### src/rtl/wb_port_arbiter.sv
// wb_port_arbiter: round-robin arbiter for the single register-file write
// port, shared by the load unit (mem), the ALU (alu) and the link writer (pc).
// Ports:
//   clk, reset          - rising-edge clock, async active-high reset
//   flush               - squashes every grant in the current cycle
//   <src>_valid/rd/data - write-back request from mem, alu or pc
//   <src>_ready         - combinational grant; valid&&ready is the handshake
//   rf_we/rf_rd/rf_wdata/wb_sel - registered write port, one cycle after
//                         the handshake; wb_sel 00 mem, 01 alu, 10 next_pc
module wb_port_arbiter (
   input  logic        clk,
   input  logic        reset,
   input  logic        flush,
   input  logic        mem_valid,
   input  logic [4:0]  mem_rd,
   input  logic [31:0] mem_data,
   output logic        mem_ready,
   input  logic        alu_valid,
   input  logic [4:0]  alu_rd,
   input  logic [31:0] alu_data,
   output logic        alu_ready,
   input  logic        pc_valid,
   input  logic [4:0]  pc_rd,
   input  logic [31:0] pc_data,
   output logic        pc_ready,
   output logic        rf_we,
   output logic [4:0]  rf_rd,
   output logic [31:0] rf_wdata,
   output logic [1:0]  wb_sel
);

   localparam logic [1:0] SEL_MEM = 2'b00;
   localparam logic [1:0] SEL_ALU = 2'b01;
   localparam logic [1:0] SEL_PC  = 2'b10;

   // Pointer names the source with highest priority this cycle (0..2).
   logic [1:0]  ptr_q, ptr_d;
   logic        rf_we_q, rf_we_d;
   logic [4:0]  rf_rd_q, rf_rd_d;
   logic [31:0] rf_wdata_q, rf_wdata_d;
   logic [1:0]  wb_sel_q, wb_sel_d;

   // One-hot grant: bit 0 mem, bit 1 alu, bit 2 pc.
   logic [2:0]  gnt;
   logic        hs;
   logic [4:0]  win_rd;
   logic [31:0] win_data;
   logic [1:0]  win_sel;
   logic [1:0]  win_next;

   // Search from the pointer upward, wrapping 2 -> 0.  Reset gating keeps
   // ready low while reset is held, even between clock edges.
   always_comb begin
      gnt = 3'b000;
      if (!reset && !flush) begin
         unique case (ptr_q)
            2'd1: begin
               if (alu_valid)      gnt = 3'b010;
               else if (pc_valid)  gnt = 3'b100;
               else if (mem_valid) gnt = 3'b001;
            end
            2'd2: begin
               if (pc_valid)       gnt = 3'b100;
               else if (mem_valid) gnt = 3'b001;
               else if (alu_valid) gnt = 3'b010;
            end
            default: begin
               if (mem_valid)      gnt = 3'b001;
               else if (alu_valid) gnt = 3'b010;
               else if (pc_valid)  gnt = 3'b100;
            end
         endcase
      end
   end

   assign mem_ready = gnt[0];
   assign alu_ready = gnt[1];
   assign pc_ready  = gnt[2];
   assign hs        = |gnt;

   // Winner payload and the pointer value that follows it.
   always_comb begin
      win_rd   = mem_rd;
      win_data = mem_data;
      win_sel  = SEL_MEM;
      win_next = 2'd1;
      if (gnt[1]) begin
         win_rd   = alu_rd;
         win_data = alu_data;
         win_sel  = SEL_ALU;
         win_next = 2'd2;
      end else if (gnt[2]) begin
         win_rd   = pc_rd;
         win_data = pc_data;
         win_sel  = SEL_PC;
         win_next = 2'd0;
      end
   end

   // Writes to x0 are accepted and advance the pointer, but never enable
   // the register file.  Address/data/select still follow the winner.
   always_comb begin
      ptr_d      = ptr_q;
      rf_we_d    = 1'b0;
      rf_rd_d    = rf_rd_q;
      rf_wdata_d = rf_wdata_q;
      wb_sel_d   = wb_sel_q;
      if (hs) begin
         ptr_d      = win_next;
         rf_we_d    = (win_rd != 5'd0);
         rf_rd_d    = win_rd;
         rf_wdata_d = win_data;
         wb_sel_d   = win_sel;
      end
   end

   always_ff @(posedge clk or posedge reset) begin
      if (reset) begin
         ptr_q      <= 2'd0;
         rf_we_q    <= 1'b0;
         rf_rd_q    <= 5'd0;
         rf_wdata_q <= 32'd0;
         wb_sel_q   <= SEL_MEM;
      end else begin
         ptr_q      <= ptr_d;
         rf_we_q    <= rf_we_d;
         rf_rd_q    <= rf_rd_d;
         rf_wdata_q <= rf_wdata_d;
         wb_sel_q   <= wb_sel_d;
      end
   end

   assign rf_we    = rf_we_q;
   assign rf_rd    = rf_rd_q;
   assign rf_wdata = rf_wdata_q;
   assign wb_sel   = wb_sel_q;

endmodule
### config.mk
export PLATFORM = sky130hd
export DESIGN_NAME = wb_port_arbiter
export DESIGN_NICKNAME = d
export VERILOG_FILES = /design/src/rtl/wb_port_arbiter.sv
export SDC_FILE = /design/constraint.sdc
export NUM_CORES = 1
export LEC_CHECK = 0
export CAP_MARGIN = 20
export CORE_MARGIN = 5
export CORE_UTILIZATION = 29
export CTS_BUF_LIST = sky130_fd_sc_hd__clkbuf_8
export CTS_CLUSTER_DIAMETER = 40
export DETAILED_ROUTE_END_ITERATION = 10
export GPL_TIMING_DRIVEN = 1
export PLACE_DENSITY = 0.78
export SYNTH_ARGS = -nofsm -noshare
export SYNTH_HDL_FRONTEND = slang
export SYNTH_SLANG_ARGS = --single-unit
### constraint.sdc
create_clock -name clk -period 2.18 [get_ports clk]
set_input_delay 0.327 -clock clk [delete_from_list [all_inputs] [get_ports clk]]
set_output_delay 0.327 -clock clk [all_outputs]
set_load 0.005 [all_outputs]
Word-level counts from Yosys, hierarchy flattened
Index checks and enable logic that the tools add are counted.
W data, S select, Z words.

operators by class
  eq/ne operators = 2
  reductions and logical operators = 5
  multiplexer cells = 20

operators with widths
  cell                  count
  $mux W32              2
  $mux W3               7
  $mux W2               5
  $mux W5               2
  $pmux W3 S2           1
  $reduce_bool A5 Y1    1
  $mux W1               3
  $reduce_or A3 Y1      1
  $eq A2 B1 Y1 const B  1
  $eq A2 B2 Y1 const B  1
  $logic_not A1 Y1      2
  $logic_and A1 B1 Y1   1

storage, ports and cells
  output and inout bits = 43
  register bits = 42
  input bits = 117

Depth between registers and ports, before layout
Gate-level depths: netlist of the first run.

  depth after elaboration = 9
  mapped depth = 9

Worst setup path before layout of the first run
Ideal clock, no wire load.

  kind = flip-flop to flip-flop
  start = register, netlist name wb_sel[0]
  end = register rf_we_q, in the netlist rf_we
  period minus slack after synthesis = 2081 ps
  path slack = 99 ps
  stages on the path, launching flop included = 9
  data arrival time = 1928 ps
  library setup time = 152 ps
  required time = 2028 ps
  cells stage by stage = dfrtp_1 > inv_1 > ha_1 > o21ba_2 > o2111a_1 > and2_1 > buf_6 > a222oi_1 > a41oi_1

RTL lines
  what                  RTL line  text
  end signal, assigned  126       rf_we_q <= rf_we_d;
  end, declared         38        logic rf_we_q, rf_we_d;

Worst setup path after layout of the first run
  start = register ptr_q[0]
  end = register rf_rd_q[4], in the netlist rf_rd[4]

between the ends
  word-level cells in the longest chain between the ends = 5
  elaborated cells on any way between the ends = 7

RTL lines
  what                                                 RTL line  text
  start, declared                                      37        logic [1:0] ptr_q, ptr_d;
  start signal, assigned                               125       ptr_q <= ptr_d;
  $eq A2 B2 Y1 / $eq A2 B1 Y1 (equally long branches)  56        unique case (ptr_q)
  $pmux W3 S2 (*)                                      56
  $mux W3 (*)                                          55        if (!reset && !flush) begin
  $mux W5                                              92        end else if (gnt[2]) begin
  $mux W5                                              87        if (gnt[1]) begin
  end signal, assigned                                 127       rf_rd_q <= rf_rd_d;
  end, declared                                        39        logic [4:0] rf_rd_q, rf_rd_d;

Every way passes the cells marked *; elsewhere a longest branch is shown, timed or not.
A chain may end at the register's enable or synchronous reset.

==> out/results.tsv, run 1 <==
stage	metric	value	unit
timing	max_freq	0.454	GHz
die	coreArea	0.00721	mm2
logic_synthesis	synth_top_area_cell	dfrtp_1	
timing	skew	0.00944	ns
logic_synthesis	synth_edf_count	0	
logic_synthesis	synth_cells	208	
die	std_cell_rows	31	
route	drt_iter0_drc	191	
clock_tree	root_buffer	clkbuf_8	
grt	track_usage	18.7	%
logic_synthesis	synth_top_flop_cell	dfrtp_1	
die	ios	160	
critical_path	r2r-end	rf_rd[4]$_DFFE_PP0P_	
logic_synthesis	synth_xor_area_share	0	%
timing	max-slew-margin-rel	64.6	%
grt	grt_pass1_wl	13.4	mm
clock_tree	path_clk_slew	0.08	ns
grt	grt_antenna_before_repair	0	
final_layout	fin_area	0.00421	mm2
clock_tree	cts.sinks	41	
clock_tree	cts_made_buffers	5	
route	wire_per_inst	18.9	um
die	die_area	0.00917	mm2
grt	grt_pass1_vias	2695	
clock_tree	cts_hold_buf	0	
worst_hold_path	hp-start	wb_sel[1]$_DFFE_PP0P_	
timing	finalSetupViolations	1	
timing	fin_ws	-0.0212	ns
route	vias	2561	
logic_synthesis	synth_area_leaders	dfrtp_1, a222oi_1, a2bb2oi_1, a21oi_1, a22oi_1	
power	peakVddDrop	0.414	mV
logic_synthesis	synth_top_family_by_area	compound AO/OA/AOI/OAI gates	
grt	grt_overflow	0	
job	drv_cap	0	
timing	holdWs	0.488	ns
logic_synthesis	ys_async_sr_fraction	100	%
timing	period_share	101	%
clock_tree	cts_max_path_buffers	2	
logic_synthesis	synth_top_area_share	48.1	%
die	initial_utilization	29.6	%
final_layout	antennaDiodeCount	0	
logic_synthesis	synthesis.area	0.00213	mm2
route	first_pass_iters	5	
timing	tightest_slew	0.531	ns
clock_tree	clock_latency	0.29	ns
logic_synthesis	postSynthAreaPerCell	10.3	um2
logic_synthesis	ys_seq_area_share	48.1	%
critical_path	endpoint_kind	flop	
power	pwr_density_cell	1060	mW/mm2
critical_path	worst-setup-path-type	flop to flop	
final_layout	nets	497	
run_status	outcome	finished with violations	
critical_path	timing.rr.start	ptr_q[0]$_DFFE_PP0P_	
route	postRouteAntennaNets	0	
place	io_buffers	159	
grt	grt_max_degree	42	
timing	rsz0062_at_grt	yes	
worst_hold_path	hold_class	flop to flop	
clock_tree	h-tree-depth	2	
timing	drv_slew	0	
logic_synthesis	synth_compound_gate_area_share	36.4	%
worst_hold_path	min_to	wb_sel[1]$_DFFE_PP0P_	
final_layout	area_growth	97.5	%
route	wirelength	9.04	mm
logic_synthesis	synth_mux_area_share	0	%
timing	layout_min_cycle_time	2.20	ns
critical_path	start_kind	flop	
power	leakage	1.63	nW
logic_synthesis	synthAdderAreaFrac	1.17	%
run_status	violations	negative setup slack	
final_layout	drive_above_1_share	11.9	%
die	die_h	95.8	um
logic_synthesis	synthSimpleGateAreaFrac	8.74	%
logic_synthesis	synth_cell_types	31	
critical_path	arrival	2.37	ns
place	placed_cell_area	0.00397	mm2
route	vias_per_cell	5.36	
place	gp_congestion	0.791	
logic_synthesis	ys_seq_elements	41	
die	die_w	95.8	um
logic_synthesis	ys_warn_count	0	
critical_path	cp_max_fo	8	
critical_path	reg2reg_depth	9	
route	drc	0	
clock_tree	cts_tree	built	
critical_path	reg2reg_slack	-0.02	ns
logic_synthesis	synth.net_count	327	
timing	hold_viol	0	
critical_path	crit_required	2.35	ns
worst_hold_path	hold_depth	1	
place	place_hpwl	6.67	mm
-- kinds of logic after synthesis --
| kind of cell | count (synthesis) |
|---|---|
| simple gates | 35 |
| buf+inv | 26 |
| fa+ha+maj | 2 |
| compound gates | 104 |
| flops | 41 |
-- power breakdown --
part	total, W	internal (W)	switching, W
logic	0.00250	0.00153	0.000970
registers	0.00135	0.00114	0.000211
clock network	0.000635	0.000369	0.000266
total	0.00448	0.00304	0.00145
-- worst max-delay path, stage by stage (launching register included) --
cell and delay [ns]:
dfrtp_1 0.42, ha_4 0.29, nor2b_4 0.14, o31ai_4 0.30, nor3_4 0.08, buf_6 0.14
buf_12 0.13, buf_4 0.13, a222oi_1 0.33, a21oi_1 0.12
-- Yosys cell counts, types with 2 or more instances --
| cell type | instances |
|---|---|
| nor2_1 | 3 |
| o2111a_1 | 2 |
| a21oi_1 | 24 |
| nor3_1 | 22 |
| ha_1 | 2 |
| o41ai_1 | 3 |
| o21ai_0 | 15 |
| clkbuf_1 | 10 |
| dfrtp_1 | 41 |
| a2bb2oi_1 | 15 |
| nor2b_1 | 3 |
| a21o_1 | 2 |
| buf_2 | 9 |
| inv_1 | 5 |
| a222oi_1 | 22 |
| a22oi_1 | 15 |
-- through the flow --
step	utilization, %	cells	worst slack, ns	total power, W	TNS, ns
after global routing	58.4	478	-0.101	0.00478	-1.05
final	58.4	478	-0.0212	0.00448	-0.0212
after CTS	57.1	473	-0.0668	0.00441	-0.174
after global placement	55.0	463	-0.206	0.00363	-1.05
after detailed placement	55.0	463	-0.209	0.00370	-2.65
after floorplan	-	208	0.0995	0.00231	0
-- area by class of cell --
class | count | area (um2)
fillers | 640 | 3000
repair buffers | 184 | 1880
multi-input cells | 141 | 1050
flip-flops and latches | 41 | 1030
well taps | 99 | 124
clock buffers | 6 | 82.6
clock inverters | 2 | 33.8
inverters | 5 | 18.8
-- cell usage in the layout (no fill, tap or decap), drive strengths merged, types with 6 or more instances in the layout --
cell type / instances
a21oi: 24
a222oi: 22
a22oi: 15
a2bb2oi: 15
buf: 24
clkbuf: 7
clkdlybuf4s50: 156
dfrtp: 41
inv: 6
nor3: 23
o21ai: 16
-- layer usage --
layer	part of all wire [%]	global-route usage [%]	vias up	routed length, um
met5	0	0	-	0
met4	2.8	7.23	0	251
met3	5.5	4.77	19	498
met2	53	31.7	94	4820
met1	38	22.9	1260	3470
li1	-	-	1188	-
-- repair_timing --
| action | 4_1_cts | 5_1_grt |
|---|---|---|
| cloned | 0 | 1 |
| setup buffers | 2 | 4 |
| pin swaps | 6 | 6 |
| gates resized for setup | 8 | 10 |
| setup endpoints to repair | 27 | 39 |
-- flip-flops by register name (all words and copies together), names as in the netlist --
register  cells
rf_wdata     32
rf_rd         5
wb_sel        2
ptr_q         1
rf_we         1
-- how the worst max path moves through the flow --
stage	startpoint	to	slack, ns	cells past startpoint
after global placement	mem_valid	alu_ready	-0.21	5
after floorplan	wb_sel[0]$_DFFE_PP0P_	rf_we$_DFF_PP0_	0.1	8
final	ptr_q[0]$_DFFE_PP0P_	rf_rd[4]$_DFFE_PP0P_	-0.02	9
after global routing	ptr_q[0]$_DFFE_PP0P_	rf_we$_DFF_PP0_	-0.10	8
after CTS	wb_sel[0]$_DFFE_PP0P_	rf_we$_DFF_PP0_	-0.07	9
after detailed placement	mem_valid	alu_ready	-0.21	5
No activity file was read; power rests on OpenSTA's default activity.
==> run 2: changes to the inputs <==
- CAP_MARGIN: 20 -> not set
==> results of run 2 <==
The final DEF is identical to that of run 1; final timing and power are the same.
==> run 3: changes to the inputs <==
- CAP_MARGIN: not set -> 20
==> results of run 3 <==
The final DEF is identical to that of run 1; final timing and power are the same.
